`src/rtl/dmem_bridge_pkg.sv`:
```
// dmem_bridge_pkg
//   Shared types and constants for the data-memory bridge.
//   - dbstate_e : bridge FSM states
//   - dbreq_t   : core request captured at the start of a transaction
//   - DEFAULT_ERR_DATA : read data substituted when a bus phase times out
//   - wordAlign : forces a byte address onto its containing 32-bit word
package dmem_bridge_pkg;

  typedef enum logic [1:0] {
    IDLE  = 2'd0,
    ISSUE = 2'd1,
    WAITR = 2'd2,
    DONE  = 2'd3
  } dbstate_e;

  typedef struct packed {
    logic        we;
    logic [31:0] addr;
    logic [31:0] wd;
    logic [3:0]  mask;
  } dbreq_t;

  localparam logic [31:0] DEFAULT_ERR_DATA = 32'hDEAD_BEEF;

  function automatic logic [31:0] wordAlign(input logic [31:0] byteAddr);
    return {byteAddr[31:2], 2'b00};
  endfunction

endpackage

```
`src/rtl/dmem_bridge_if.sv`:
```
// dmem_bridge_if
//   Two signal bundles used by the bridge:
//   dmem_core_if : the core's single-cycle, stall-based data-memory port.
//     master = core (drives req/we/addr/wd/mask), slave = bridge (drives rd/wait).
//   mem_bus_if   : the backing memory bus, a valid/ready request channel plus
//     a separate read-response channel.
//     master = bridge (drives valid/we/addr/wdata/be), slave = memory
//     (drives ready/rvalid/rdata).
interface dmem_core_if;
  logic        dmem_req;
  logic        dmem_we;
  logic [31:0] dmem_addr;
  logic [31:0] dmem_wd;
  logic [3:0]  dmem_mask;
  logic [31:0] dmem_rd;
  logic        dmem_wait;

  modport master (
    output dmem_req, dmem_we, dmem_addr, dmem_wd, dmem_mask,
    input  dmem_rd, dmem_wait
  );

  modport slave (
    input  dmem_req, dmem_we, dmem_addr, dmem_wd, dmem_mask,
    output dmem_rd, dmem_wait
  );
endinterface

interface mem_bus_if;
  logic        mem_valid;
  logic        mem_ready;
  logic        mem_we;
  logic [31:0] mem_addr;
  logic [31:0] mem_wdata;
  logic [3:0]  mem_be;
  logic        mem_rvalid;
  logic [31:0] mem_rdata;

  modport master (
    output mem_valid, mem_we, mem_addr, mem_wdata, mem_be,
    input  mem_ready, mem_rvalid, mem_rdata
  );

  modport slave (
    input  mem_valid, mem_we, mem_addr, mem_wdata, mem_be,
    output mem_ready, mem_rvalid, mem_rdata
  );
endinterface

```
`src/rtl/dmem_bridge_wdog_counter.sv`:
```
// wdog_counter
//   Bounds a single bus phase of the bridge. The count restarts whenever the
//   bridge changes state and advances once per cycle while enabled. o_expired
//   flags the last permitted cycle of the phase (count == TIMEOUT-1).
// Ports:
//   clk       : clock, rising edge
//   reset     : asynchronous, active-low reset
//   i_clr     : restart the count (bridge is entering a new state)
//   i_en      : bridge is in a bounded phase (ISSUE or WAITR)
//   o_expired : the current cycle is the final one allowed for this phase
module wdog_counter #(
  parameter int TIMEOUT = 64
) (
  input  logic clk,
  input  logic reset,
  input  logic i_clr,
  input  logic i_en,
  output logic o_expired
);

  localparam int CW = $clog2(TIMEOUT);
  localparam logic [CW-1:0] LAST = CW'(TIMEOUT - 1);

  logic [CW-1:0] r_count;

  // The count saturates at LAST; the bridge always leaves the phase in that
  // cycle, so the saturation only guards against wrap-around.
  always_ff @(posedge clk or negedge reset) begin
    if (!reset) begin
      r_count <= '0;
    end else if (i_clr) begin
      r_count <= '0;
    end else if (i_en && !o_expired) begin
      r_count <= r_count + 1'b1;
    end
  end

  assign o_expired = i_en && (r_count == LAST);

endmodule

```
`src/rtl/dmem_bridge.sv`:
```
// dmem_bridge
//   Converts the core's stall-based data-memory port into a multi-cycle
//   transaction on a valid/ready memory bus with a separate read-response
//   channel. The core is stalled (dmem_wait) until the access finishes; a
//   watchdog bounds each bus phase and records a sticky bus error.
// Parameters:
//   TIMEOUT  : cycles allowed in ISSUE or WAITR before abort (>= 2)
//   ERR_DATA : read data returned when a read times out
// Ports:
//   clk       : clock, rising edge
//   reset     : asynchronous, active-low reset
//   core      : dmem_core_if.slave, core request in, rd/wait out
//   bus       : mem_bus_if.master, bus request out, ready/response in
//   o_bus_err : sticky timeout flag, cleared only by reset
module dmem_bridge
  import dmem_bridge_pkg::*;
#(
  parameter int          TIMEOUT  = 64,
  parameter logic [31:0] ERR_DATA = DEFAULT_ERR_DATA
) (
  input  logic        clk,
  input  logic        reset,
  dmem_core_if.slave  core,
  mem_bus_if.master   bus,
  output logic        o_bus_err
);

  localparam logic [1:0] ST_IDLE  = IDLE;
  localparam logic [1:0] ST_ISSUE = ISSUE;
  localparam logic [1:0] ST_WAITR = WAITR;
  localparam logic [1:0] ST_DONE  = DONE;

  logic [1:0]  r_state;
  logic [1:0]  w_stateNext;
  dbreq_t      r_req;
  logic [31:0] r_rdData;
  logic        r_busErr;

  logic w_wdogEn;
  logic w_wdogClr;
  logic w_expired;
  logic w_timeout;
  logic w_rspAccept;
  logic w_nullWrite;

  // A write with no byte enabled has nothing to do on the bus.
  assign w_nullWrite = core.dmem_we && (core.dmem_mask == 4'b0000);

  // Only a response arriving while we are actually waiting for one counts;
  // late responses after a timeout or a reset are silently dropped.
  assign w_rspAccept = (r_state == ST_WAITR) && bus.mem_rvalid;

  // Next-state logic. In both bus phases the handshake is tested before the
  // watchdog so a handshake in the expiry cycle completes normally.
  always_comb begin
    w_stateNext = r_state;
    w_timeout   = 1'b0;
    case (r_state)
      ST_IDLE: begin
        if (core.dmem_req) begin
          w_stateNext = w_nullWrite ? ST_DONE : ST_ISSUE;
        end
      end
      ST_ISSUE: begin
        if (bus.mem_ready) begin
          w_stateNext = r_req.we ? ST_DONE : ST_WAITR;
        end else if (w_expired) begin
          w_stateNext = ST_DONE;
          w_timeout   = 1'b1;
        end
      end
      ST_WAITR: begin
        if (bus.mem_rvalid) begin
          w_stateNext = ST_DONE;
        end else if (w_expired) begin
          w_stateNext = ST_DONE;
          w_timeout   = 1'b1;
        end
      end
      ST_DONE: begin
        w_stateNext = ST_IDLE;
      end
      default: begin
        w_stateNext = ST_IDLE;
      end
    endcase
  end

  // Watchdog restarts on every state change so each phase gets its own budget.
  assign w_wdogEn  = (r_state == ST_ISSUE) || (r_state == ST_WAITR);
  assign w_wdogClr = (w_stateNext != r_state);

  wdog_counter #(
    .TIMEOUT (TIMEOUT)
  ) u_wdog (
    .clk       (clk),
    .reset     (reset),
    .i_clr     (w_wdogClr),
    .i_en      (w_wdogEn),
    .o_expired (w_expired)
  );

  // State register.
  always_ff @(posedge clk or negedge reset) begin
    if (!reset) begin
      r_state <= ST_IDLE;
    end else begin
      r_state <= w_stateNext;
    end
  end

  // Request capture. The address is stored word-aligned since only the bus
  // side ever sees it; the fields then stay stable for the whole transaction.
  always_ff @(posedge clk or negedge reset) begin
    if (!reset) begin
      r_req <= '0;
    end else if ((r_state == ST_IDLE) && core.dmem_req) begin
      r_req <= {core.dmem_we, wordAlign(core.dmem_addr), core.dmem_wd, core.dmem_mask};
    end
  end

  // Read register: filled by a real response, or by ERR_DATA when a read is
  // aborted. A timed-out write leaves it untouched.
  always_ff @(posedge clk or negedge reset) begin
    if (!reset) begin
      r_rdData <= '0;
    end else if (w_rspAccept) begin
      r_rdData <= bus.mem_rdata;
    end else if (w_timeout && !r_req.we) begin
      r_rdData <= ERR_DATA;
    end
  end

  // Sticky error flag.
  always_ff @(posedge clk or negedge reset) begin
    if (!reset) begin
      r_busErr <= 1'b0;
    end else if (w_timeout) begin
      r_busErr <= 1'b1;
    end
  end

  // Core-side stall: in IDLE it follows the request combinationally so the
  // core stalls in the very cycle it asks; DONE releases it for one cycle.
  always_comb begin
    core.dmem_wait = 1'b1;
    case (r_state)
      ST_IDLE:  core.dmem_wait = core.dmem_req;
      ST_DONE:  core.dmem_wait = 1'b0;
      default:  core.dmem_wait = 1'b1;
    endcase
  end

  assign core.dmem_rd  = r_rdData;

  // mem_valid is decoded from state so an asynchronous reset drops it at once.
  assign bus.mem_valid = (r_state == ST_ISSUE);
  assign bus.mem_we    = r_req.we;
  assign bus.mem_addr  = r_req.addr;
  assign bus.mem_wdata = r_req.wd;
  assign bus.mem_be    = r_req.mask;

  assign o_bus_err     = r_busErr;

endmodule

```
`src/flat_wrapper.sv`:
```
// flat-port wrapper written by rule: the top's interface ports become plain ports
module dmem_bridge_flat import dmem_bridge_pkg::*;
#(
  parameter int          TIMEOUT  = 64,
  parameter logic [31:0] ERR_DATA = DEFAULT_ERR_DATA
)
  (clk, reset, o_bus_err, core_dmem_req, core_dmem_we, core_dmem_addr, core_dmem_wd, core_dmem_mask, core_dmem_rd, core_dmem_wait, bus_mem_valid, bus_mem_we, bus_mem_addr, bus_mem_wdata, bus_mem_be, bus_mem_ready, bus_mem_rvalid, bus_mem_rdata);
  dmem_core_if core_i ();
  mem_bus_if bus_i ();
  input  logic clk;
  input  logic reset;
  output logic o_bus_err;
  input wire logic [$bits(core_i.dmem_req)-1:0] core_dmem_req;
  input wire logic [$bits(core_i.dmem_we)-1:0] core_dmem_we;
  input wire logic [$bits(core_i.dmem_addr)-1:0] core_dmem_addr;
  input wire logic [$bits(core_i.dmem_wd)-1:0] core_dmem_wd;
  input wire logic [$bits(core_i.dmem_mask)-1:0] core_dmem_mask;
  output wire logic [$bits(core_i.dmem_rd)-1:0] core_dmem_rd;
  output wire logic [$bits(core_i.dmem_wait)-1:0] core_dmem_wait;
  output wire logic [$bits(bus_i.mem_valid)-1:0] bus_mem_valid;
  output wire logic [$bits(bus_i.mem_we)-1:0] bus_mem_we;
  output wire logic [$bits(bus_i.mem_addr)-1:0] bus_mem_addr;
  output wire logic [$bits(bus_i.mem_wdata)-1:0] bus_mem_wdata;
  output wire logic [$bits(bus_i.mem_be)-1:0] bus_mem_be;
  input wire logic [$bits(bus_i.mem_ready)-1:0] bus_mem_ready;
  input wire logic [$bits(bus_i.mem_rvalid)-1:0] bus_mem_rvalid;
  input wire logic [$bits(bus_i.mem_rdata)-1:0] bus_mem_rdata;
  assign core_i.dmem_req = core_dmem_req;
  assign core_i.dmem_we = core_dmem_we;
  assign core_i.dmem_addr = core_dmem_addr;
  assign core_i.dmem_wd = core_dmem_wd;
  assign core_i.dmem_mask = core_dmem_mask;
  assign core_dmem_rd = core_i.dmem_rd;
  assign core_dmem_wait = core_i.dmem_wait;
  assign bus_mem_valid = bus_i.mem_valid;
  assign bus_mem_we = bus_i.mem_we;
  assign bus_mem_addr = bus_i.mem_addr;
  assign bus_mem_wdata = bus_i.mem_wdata;
  assign bus_mem_be = bus_i.mem_be;
  assign bus_i.mem_ready = bus_mem_ready;
  assign bus_i.mem_rvalid = bus_mem_rvalid;
  assign bus_i.mem_rdata = bus_mem_rdata;
  dmem_bridge #(.TIMEOUT(TIMEOUT), .ERR_DATA(ERR_DATA)) u_core (.clk(clk), .reset(reset), .core(core_i), .bus(bus_i), .o_bus_err(o_bus_err));
endmodule
```
`config.mk`:
```
export PLATFORM = sky130hd
export DESIGN_NAME = dmem_bridge_flat
export DESIGN_NICKNAME = d
export VERILOG_FILES = /design/src/rtl/dmem_bridge_pkg.sv /design/src/rtl/dmem_bridge_if.sv /design/src/rtl/dmem_bridge_wdog_counter.sv /design/src/rtl/dmem_bridge.sv /design/src/flat_wrapper.sv
export SDC_FILE = /design/constraint.sdc
export NUM_CORES = 1
export LEC_CHECK = 0
export CAP_MARGIN = 20
export CORE_MARGIN = 2
export CORE_UTILIZATION = 40
export DETAILED_ROUTE_END_ITERATION = 10
export HOLD_SLACK_MARGIN = 0.15
export PLACE_DENSITY = 0.79
export SLEW_MARGIN = 10
export SYNTH_ARGS = -nofsm -noshare
export SYNTH_HDL_FRONTEND = slang
export SYNTH_HIERARCHICAL = 1
export SYNTH_SLANG_ARGS = --single-unit
```
`constraint.sdc`:
```
create_clock -name clk -period 3.4 [get_ports clk]
set_clock_uncertainty 0.05 [all_clocks]
set_input_delay 0.51 -clock clk [delete_from_list [all_inputs] [get_ports clk]]
set_output_delay 0.51 -clock clk [all_outputs]
set_load 0.05 [all_outputs]
```
Yosys cells after proc, flatten, opt, wreduce, memory -nomap -nowiden
Cells that the tools add are included.
- bits of input ports: 106
- register bits after elaboration: 108
- reduce and logical (&&, ||, !) cells: 13
- eq/ne operators: 5
- add/subtract/negate cells: 1
- muxes and demuxes: 16
- operators with widths (kind ; number):
    2-to-1 mux 32 bit ; 2
    2-to-1 mux 6 bit ; 2
    2-to-1 mux 2 bit ; 5
    one-hot mux 2 bit (4 select lines) ; 1
    adder 6 x 1 -> 6 bit (second input constant) ; 1
    == test 6 bit (second input constant) ; 1
    logical AND 1 bit ; 6
    == test 2 bit (second input constant) ; 2
    logical NOT 4 bit ; 1
    2-to-1 mux 1 bit ; 4
    one-hot mux 1 bit (2 select lines) ; 2
    nonzero test 2 bit ; 2
    == test 2 x 1 -> 1 bit (second input constant) ; 1
    logical NOT 1 bit ; 2
    logical NOT 2 bit ; 1
    inequality test 2 bit ; 1
    logical OR 1 bit ; 1

Logic depth before layout (Yosys ltp)
Gate-level depths: netlist of the first run.
- word-level depth: 9
- mapped depth: 13
- gate-level depth less buffers: 11

Cells and area by module
The synthesis of the first run kept the hierarchy.
- modules (own cells, without submodules) (module ; cells an instance ; times used ; area each (sq um)):
    dmem_bridge ; 256 ; 1 ; 3982.6
    wdog_counter ; 42 ; 1 ; 374.1

Worst setup path before layout of the first run
OpenSTA, ideal clock, no wires.
- kind: register to register
- start: register u_core.r_state[1]
- end: register u_core.u_wdog.r_count[0]
- slack: 0.719 ns
- data required time: 3.214 ns
- cell stages (with the launch flop): 14
- buffers on the path: 2
- setup time: 0.136 ns
- data arrival time: 2.496 ns
- clock period less this slack: 2.681 ns
- cell sequence: dfrtp_1 > inv_1 > ha_1 > buf_6 > nand3_1 > nor2_1 > or3_1 > a311oi_2 > or3_1 > o211ai_1 > buf_2 > nor2_1 > a31oi_1 > o311ai_1
- word-level cells in the longest chain between the ends: 8
- elaborated cells between the ends (all ways): 16
- ends and longest elaborated chain (item ; RTL line ; text):
    start: declaration ; dmem_bridge.sv:33 ; logic [1:0] r_state;
    start signal: assignment ; dmem_bridge.sv:108 ; r_state <= w_stateNext;
    == test 2 x 1 -> 1 bit or == test 2 bit (tied branches) ; dmem_bridge.sv:90 ; assign w_wdogEn = (r_state == ST_ISSUE) || (r_state == ST_WAITR);
    logical OR 1 bit (*) ; dmem_bridge.sv:90 ;
    net u_core.w_wdogEn ; dmem_bridge.sv:39 ; logic w_wdogEn;
    logical AND 1 bit (*) ; dmem_bridge_wdog_counter.sv:38 ; assign o_expired = i_en && (r_count == LAST);
    net u_core.w_expired ; dmem_bridge.sv:41 ; logic w_expired;
    2-to-1 mux 2 bit (*) ; dmem_bridge.sv:67, dmem_bridge.sv:75 ;
    2-to-1 mux 2 bit (on tied branches) ; dmem_bridge.sv:73, dmem_bridge.sv:65 ;
    one-hot mux 2 bit (4 select lines) (*) ; dmem_bridge.sv:58 ; case (r_state)
    inequality test 2 bit (*) ; dmem_bridge.sv:91 ; assign w_wdogClr = (w_stateNext != r_state);
    net u_core.w_wdogClr ; dmem_bridge.sv:40 ; logic w_wdogClr;
    2-to-1 mux 6 bit or nonzero test 2 bit (tied branches) ; -- ;
    end signal: assignment ; dmem_bridge_wdog_counter.sv:34 ; r_count <= r_count + 1'b1;
    end: declaration ; dmem_bridge_wdog_counter.sv:24 ; logic [CW-1:0] r_count;
Mark *: on every way through the listed nets, which the timed path passes. The rest lies on a longest branch.
A chain may end at the register's enable or synchronous reset.

Worst setup path in the final report of the first run
- start: register u_core.r_state[1]
- end: register u_core.u_wdog.r_count[1]
The elaborated chain is that of the path after synthesis.

==> flow_summary.json, run 1 <==
{
  "drc": 0,
  "dp_hpwl_mm": 7.77,
  "run_status": "finished clean",
  "p_per_area_mw_per_mm2": 1170,
  "nNetsFinal": 613,
  "path_cells": "inv_1 -> ha_1 -> nand3_1 -> nor2_1 -> or3_1 -> a311oi_2 -> or3_1 -> o211ai_1 -> nor2b_1 -> a31oi_1 -> o311ai_1",
  "crit_cells": 11,
  "die_x_um": 108,
  "cpLargestDelayFamily": "simple AND/OR/NAND/NOR gates",
  "min_period_ns": 2.96,
  "clock-sinks": 108,
  "worstPathArrival_ns": 3.14,
  "synth_common_cells": "108 x dfrtp_1, 40 x mux2_2, 27 x mux2_1",
  "yosys.area.top_type": "dfrtp_1",
  "post_cts_buffers": 0,
  "worst_path_most_repeated_cell": "or3_1",
  "drtAntennaViolNets": 0,
  "leakage_nw": 2.77,
  "fin_util_pct": 62.5,
  "fin_setup_tns_ns": 0,
  "wl_per_cell_um": 16.4,
  "cts_buffers": 9,
  "maxSlewHeadroom_pct": 44.1,
  "setup_viol": 0,
  "grt_overflow": 0,
  "placed_area_mm2": 0.00651,
  "synth_cells": 298,
  "clk_pin_slew_worst_paths_ns": 0.09,
  "multi_input_area_mm2": 0.00152,
  "synth_seq_cells": 108,
  "cpPeakStageDelay_ns": 0.50,
  "yosys_warnings": 6,
  "maxCapViolCount": 0,
  "netlist_area_mm2": 0.00436,
  "drive_above_1_share_pct": 13.0,
  "hold_path_class": "primary input to async pin",
  "ctsLongestPathBuffers": 2,
  "critPathKind": "register to register",
  "rsz0062_at_grt": "no",
  "grt_usage_pct": 18.2,
  "end_kind": "register",
  "post_cts_resized": 0,
  "ioPinCount": 210,
  "worstSetupStartpointType": "register",
  "cp.buffers_inverters": 1,
  "clock-root-buffer": "clkbuf_8",
  "cts_tree": "yes",
  "min_period_over_period_pct": 87.0,
  "hold_slack_ns": 0.125,
  "portBuffers": 205,
  "postSynthAreaPerCell_um2": 14.6,
  "n_antenna_cell": 0,
  "reg2reg_depth": 11,
  "via_per_inst": 5.02,
  "grt_first_pass_wirelength_mm": 16.6,
  "crit_required_ns": 3.58,
  "worstMarginPinSlew_ns": 0.838,
  "synth-edff-count": 0,
  "synth_seq_area_share_pct": 62.0,
  "critical_path.max_fanout": 8,
  "netlist.area_leader.share_pct": 62.0,
  "die_h_um": 108,
  "seq_area_mm2": 0.00270,
  "htree_levels": 3,
  "num_rows": 38,
  "hold_violations": 0,
  "drt_iter0_markers": 93,
  "yosysMostFrequentCell": "dfrtp_1",
  "drv_slew": 0,
  "die-area_mm2": 0.0117,
  "vias": 3246,
  "worstSkewPairLatency_ns": 0.35,
  "core_mm2": 0.0107,
  "grt_pass1_vias": 3419,
  "n_fill_cell": 857,
  "ys_types": 44,
  "critPathSlowestCell": "dfrtp_1",
  "ir_drop_v": 0.000650,
  "syn_to_final_growth_pct": 54.3,
  "first_pass_iters": 4,
  "fmax_mhz": 338,
  "synth.area.top_cells": "dfrtp_1 62%, mux2_2 10%, mux2_1 7.0%",
  "antenna_found_initial": 0,
  "power_mw": 7.88,
  "drt_wl_total_mm": 10.6,
  "cts_hold_buffers": 0,
  "start_util_pct": 40.5,
  "async_reset_ff_share_pct": 100,
  "final_area_mm2": 0.00672,
  "gp_congestion": 0.843,
  "grt_max_degree": 109,
  "ys.flop_type": "dfrtp_1"
}
## worst paths after layout
| path | slack [ns] | to | startpoint |
|---|---|---|---|
| worst max-delay path | 0.44 | u_core/u_wdog/r_count[1]$_DFFE_PN0P_ | u_core/r_state[1]$_DFF_PN0_ |
| worst min-delay path | 0.12 | u_core/core.dmem_rd[10]$_DFFE_PN0P_ | reset |
| worst max register to register | 0.44 | u_core/u_wdog/r_count[1]$_DFFE_PN0P_ | u_core/r_state[1]$_DFF_PN0_ |
| worst min register to register | 0.43 | u_core/o_bus_err$_DFFE_PN0P_ | u_core/o_bus_err$_DFFE_PN0P_ |
| max in group asynchronous | 2.69 | u_core/core.dmem_rd[2]$_DFFE_PN0P_ | reset |
| min in group clk | 0.43 | u_core/o_bus_err$_DFFE_PN0P_ | u_core/o_bus_err$_DFFE_PN0P_ |
## power breakdown
| part | switching [mW] | internal [mW] |
|---|---|---|
| clock network | 0.410 | 0.402 |
| registers | 0.353 | 1.90 |
| logic | 3.05 | 1.75 |
## per-layer routing
metal	up-vias	global-route usage (%)	wire length, um
met5	-	0	0
li1	1492	-	-
met4	0	7.69	220
met1	1603	20.5	4080
met3	20	5.42	800
met2	131	32.0	5540
## sequential cells by signal (all words and copies together), names as in the netlist
name / count
u_core/o_bus_err: 1
u_core/bus.mem_addr: 30
u_core/u_wdog/r_count: 6
u_core/core.dmem_rd: 32
u_core/bus.mem_we: 1
u_core/bus.mem_wdata: 32
u_core/bus.mem_be: 4
u_core/r_state: 2
## worst register-to-register path, stage by stage (launching register included)
cell and delay (ns):
dfrtp_1 0.50, inv_1 0.10, ha_1 0.31, nand3_1 0.13, nor2_1 0.30, or3_1 0.20
a311oi_2 0.11, or3_1 0.38, o211ai_1 0.29, nor2b_1 0.15, a31oi_1 0.21, o311ai_1 0.12
## layout make-up
type / count / area share [%]
well taps: 140 / 2.61
inverters: 6 / 0.335
repair buffers: 209 / 31.1
flip-flops and latches: 108 / 40.2
clock inverters: 3 / 0.652
clock buffers: 13 / 2.51
multi-input cells: 168 / 22.5
## kinds of logic after synthesis
kind of cell / Yosys count / synth area share, %
compound gates: 56 / 10.9
xor+xnor: 1 / 0.201
fa+ha+maj: 5 / 1.44
buf+inv: 23 / 3.33
flops: 108 / 62.0
mux: 68 / 17.5
other cells: 1 / 0.0861
simple gates: 36 / 4.51
## per-stage QoR
step | cells | setup slack (ns)
2_1_floorplan | 299 | 0.719
3_3_place_gp | 631 | 0.609
3_5_place_dp | 631 | 0.489
4_1_cts | 647 | 0.417
5_1_grt | 647 | 0.172
6_report | 647 | 0.442
## cells in the final DEF, fill, tap and decap left out, types with 2 or more instances in the layout
cell type and count:
a21oi_1 4, mux2_2 40, nor3b_1 2, nand2b_1 2, mux2_1 27, nand3_1 4
nand2_1 7, a31oi_1 4, clkbuf_8 12, o22a_1 24, o21ai_0 2, nor2b_1 2
inv_1 6, or3_1 2, a22o_1 8, conb_1 2, o31a_1 2, nor2_1 5
and2_1 2, nor3_1 3, buf_4 4, ha_1 5, o311ai_1 2, nor4_1 2
dfrtp_1 108, clkdlybuf4s50_1 204
(Power assumes the default switching activity.)
==> inputs of run 2 (changes only) <==
--- a/config.mk
+++ b/config.mk
@@ -6,6 +6,7 @@
 export NUM_CORES = 1
 export LEC_CHECK = 0
 export CAP_MARGIN = 20
+export CORE_ASPECT_RATIO = 1.1
 export CORE_MARGIN = 2
 export CORE_UTILIZATION = 40
 export DETAILED_ROUTE_END_ITERATION = 10
==> constraint.sdc (replaced) <==
create_clock -name clk -period 2.88 [get_ports clk]
set_clock_uncertainty 0.05 [all_clocks]
set_input_delay 0.432 -clock clk [delete_from_list [all_inputs] [get_ports clk]]
set_output_delay 0.432 -clock clk [all_outputs]
set_load 0.05 [all_outputs]
==> run 2 against run 1 <==
  * Combinational power is 20% higher
  * Routed wire length is 1.5% higher
  * Register-to-register slack worse by 0.27 ns
  * Critical path depth stayed put
  * Via count is 0.83% higher
  * Hold slack better by 0.30 ns
  * Largest cell class unchanged
  * Largest power group unchanged
==> flow_summary.json, run 2 (synthesis gave the netlist of run 1 again) <==
{
  "run_status": "finished clean",
  "nNetsFinal": 619,
  "p_per_area_mw_per_mm2": 1400,
  "syn_to_final_growth_pct": 57.5,
  "fin_util_pct": 65.4,
  "critPathKind": "register to register",
  "cts_buffers": 9,
  "gp_congestion": 0.754,
  "wl_per_cell_um": 16.5,
  "worstSetupStartpointType": "register",
  "drt_iter0_markers": 102,
  "vias": 3273,
  "num_rows": 39,
  "grt_overflow": 0,
  "leakage_nw": 2.84,
  "maxSlewHeadroom_pct": 55.1,
  "drv_slew": 0,
  "drt_wl_total_mm": 10.8,
  "final_common_cell": "clkdlybuf4s50_1",
  "worstSkewPairLatency_ns": 0.34,
  "grt_usage_pct": 18.8,
  "antenna_found_initial": 0,
  "setup_viol": 0,
  "die_h_um": 113,
  "grt_max_degree": 68,
  "min_period_over_period_pct": 93.9,
  "drive_above_1_share_pct": 14.3,
  "ioPinCount": 210,
  "ir_drop_v": 0.000787,
  "cts_tree": "yes",
  "n_antenna_cell": 0,
  "crit_required_ns": 3.06,
  "start_util_pct": 41.5,
  "core_mm2": 0.0105,
  "clock-root-buffer": "clkbuf_16",
  "mostFrequentLayoutCells": "203 x clkdlybuf4s50_1, 108 x dfrtp_1, 40 x mux2_2",
  "die-area_mm2": 0.0117,
  "fmax_mhz": 370,
  "drc": 0,
  "worstMarginPinSlew_ns": 0.670,
  "first_pass_iters": 4,
  "rsz0062_at_grt": "no",
  "htree_levels": 3,
  "clk_pin_slew_worst_paths_ns": 0.07,
  "die_x_um": 104,
  "grt_pass1_vias": 3602,
  "grt_first_pass_wirelength_mm": 17.6,
  "clock-sinks": 108,
  "drtAntennaViolNets": 0,
  "end_kind": "register",
  "worstPathArrival_ns": 2.89,
  "portBuffers": 205,
  "min_period_ns": 2.71,
  "dp_hpwl_mm": 8.10,
  "hold_path_class": "register to register",
  "via_per_inst": 5.00,
  "fin_setup_tns_ns": 0,
  "ctsLongestPathBuffers": 2,
  "critical_path.max_fanout": 7,
  "hold_violations": 0,
  "maxCapViolCount": 0
}
## run 2: cell type report
type | instances | area (um2)
fill | 771 | 3630
sequential | 108 | 2700
timing repair buffer | 215 | 2140
multi-input combinational | 168 | 1520
clock buffer | 11 | 253
tap | 143 | 179
clock inverter | 4 | 48.8
inverter | 6 | 22.5
## run 2: layer usage
metal  routed length (um)  up-vias  share of wire [%]  global-route usage, %
met4                  328        0                3.0                   7.84
met1                 4170     1604                 39                   21.4
met5                    0        -                  0                      0
met3                  898       28                8.3                   7.37
met2                 5400      139                 50                   32.1
li1                     -     1502                  -                      -
## run 2: report_power, final
| part | internal [mW] | total, mW | switching, mW |
|---|---|---|---|
| sequential | 2.25 | 2.64 | 0.389 |
| clock | 0.716 | 1.24 | 0.525 |
| combinational | 2.11 | 5.76 | 3.64 |
| total | 5.08 | 9.64 | 4.56 |
## run 2: critical path, cell delays in order (launching register included)
cell	delay (ns)
dfrtp_1	0.38
inv_1	0.10
ha_1	0.25
nand3_1	0.15
nor2_2	0.08
or3_1	0.42
a311oi_2	0.30
or3_1	0.16
o211ai_1	0.22
inv_1	0.18
nand2_1	0.07
o311ai_1	0.23
## run 2: final timing paths
check	startpoint	to	slack [ns]	depth (start not counted)
setup / recovery	u_core/r_state[0]$_DFF_PN0_	u_core/u_wdog/r_count[0]$_DFFE_PN0P_	0.17	11
max in group asynchronous	reset	u_core/bus.mem_wdata[31]$_DFFE_PN0P_	1.28	3
hold / removal	u_core/o_bus_err$_DFFE_PN0P_	u_core/o_bus_err$_DFFE_PN0P_	0.43	1
setup reg to reg	u_core/r_state[0]$_DFF_PN0_	u_core/u_wdog/r_count[0]$_DFFE_PN0P_	0.17	11
min in group asynchronous	reset	u_core/core.dmem_rd[16]$_DFFE_PN0P_	0.51	2
hold reg to reg	u_core/o_bus_err$_DFFE_PN0P_	u_core/o_bus_err$_DFFE_PN0P_	0.43	1
## run 2: through the flow
step	power (mW)	worst slack [ns]	cell area, um2	std cells	hold WS [ns]
5_1_grt	10.1	0.0241	6860	655	0.454
6_report	9.64	0.175	6860	655	0.426
2_1_floorplan	6.48	0.199	4360	299	0.0864
3_3_place_gp	8.31	0.230	6540	638	0.325
3_5_place_dp	8.43	0.135	6540	638	0.331
4_1_cts	9.69	0.148	6850	654	0.428
## run 2: repair_timing
action,CTS,global route
setup buffers,0,1
hold buffers,1,0
endpoints found under the setup margin,0,2
resized for setup,0,1
hold endpoints to repair,26,0
==> inputs of run 3 (changes only) <==
--- a/config.mk
+++ b/config.mk
@@ -5,7 +5,7 @@
 export SDC_FILE = /design/constraint.sdc
 export NUM_CORES = 1
 export LEC_CHECK = 0
-export CAP_MARGIN = 20
+export CAP_MARGIN = 15
 export CORE_ASPECT_RATIO = 1.1
 export CORE_MARGIN = 2
 export CORE_UTILIZATION = 40
==> results of run 3 <==
Same layout as run 2: the final DEF is identical, and so are final timing and power.
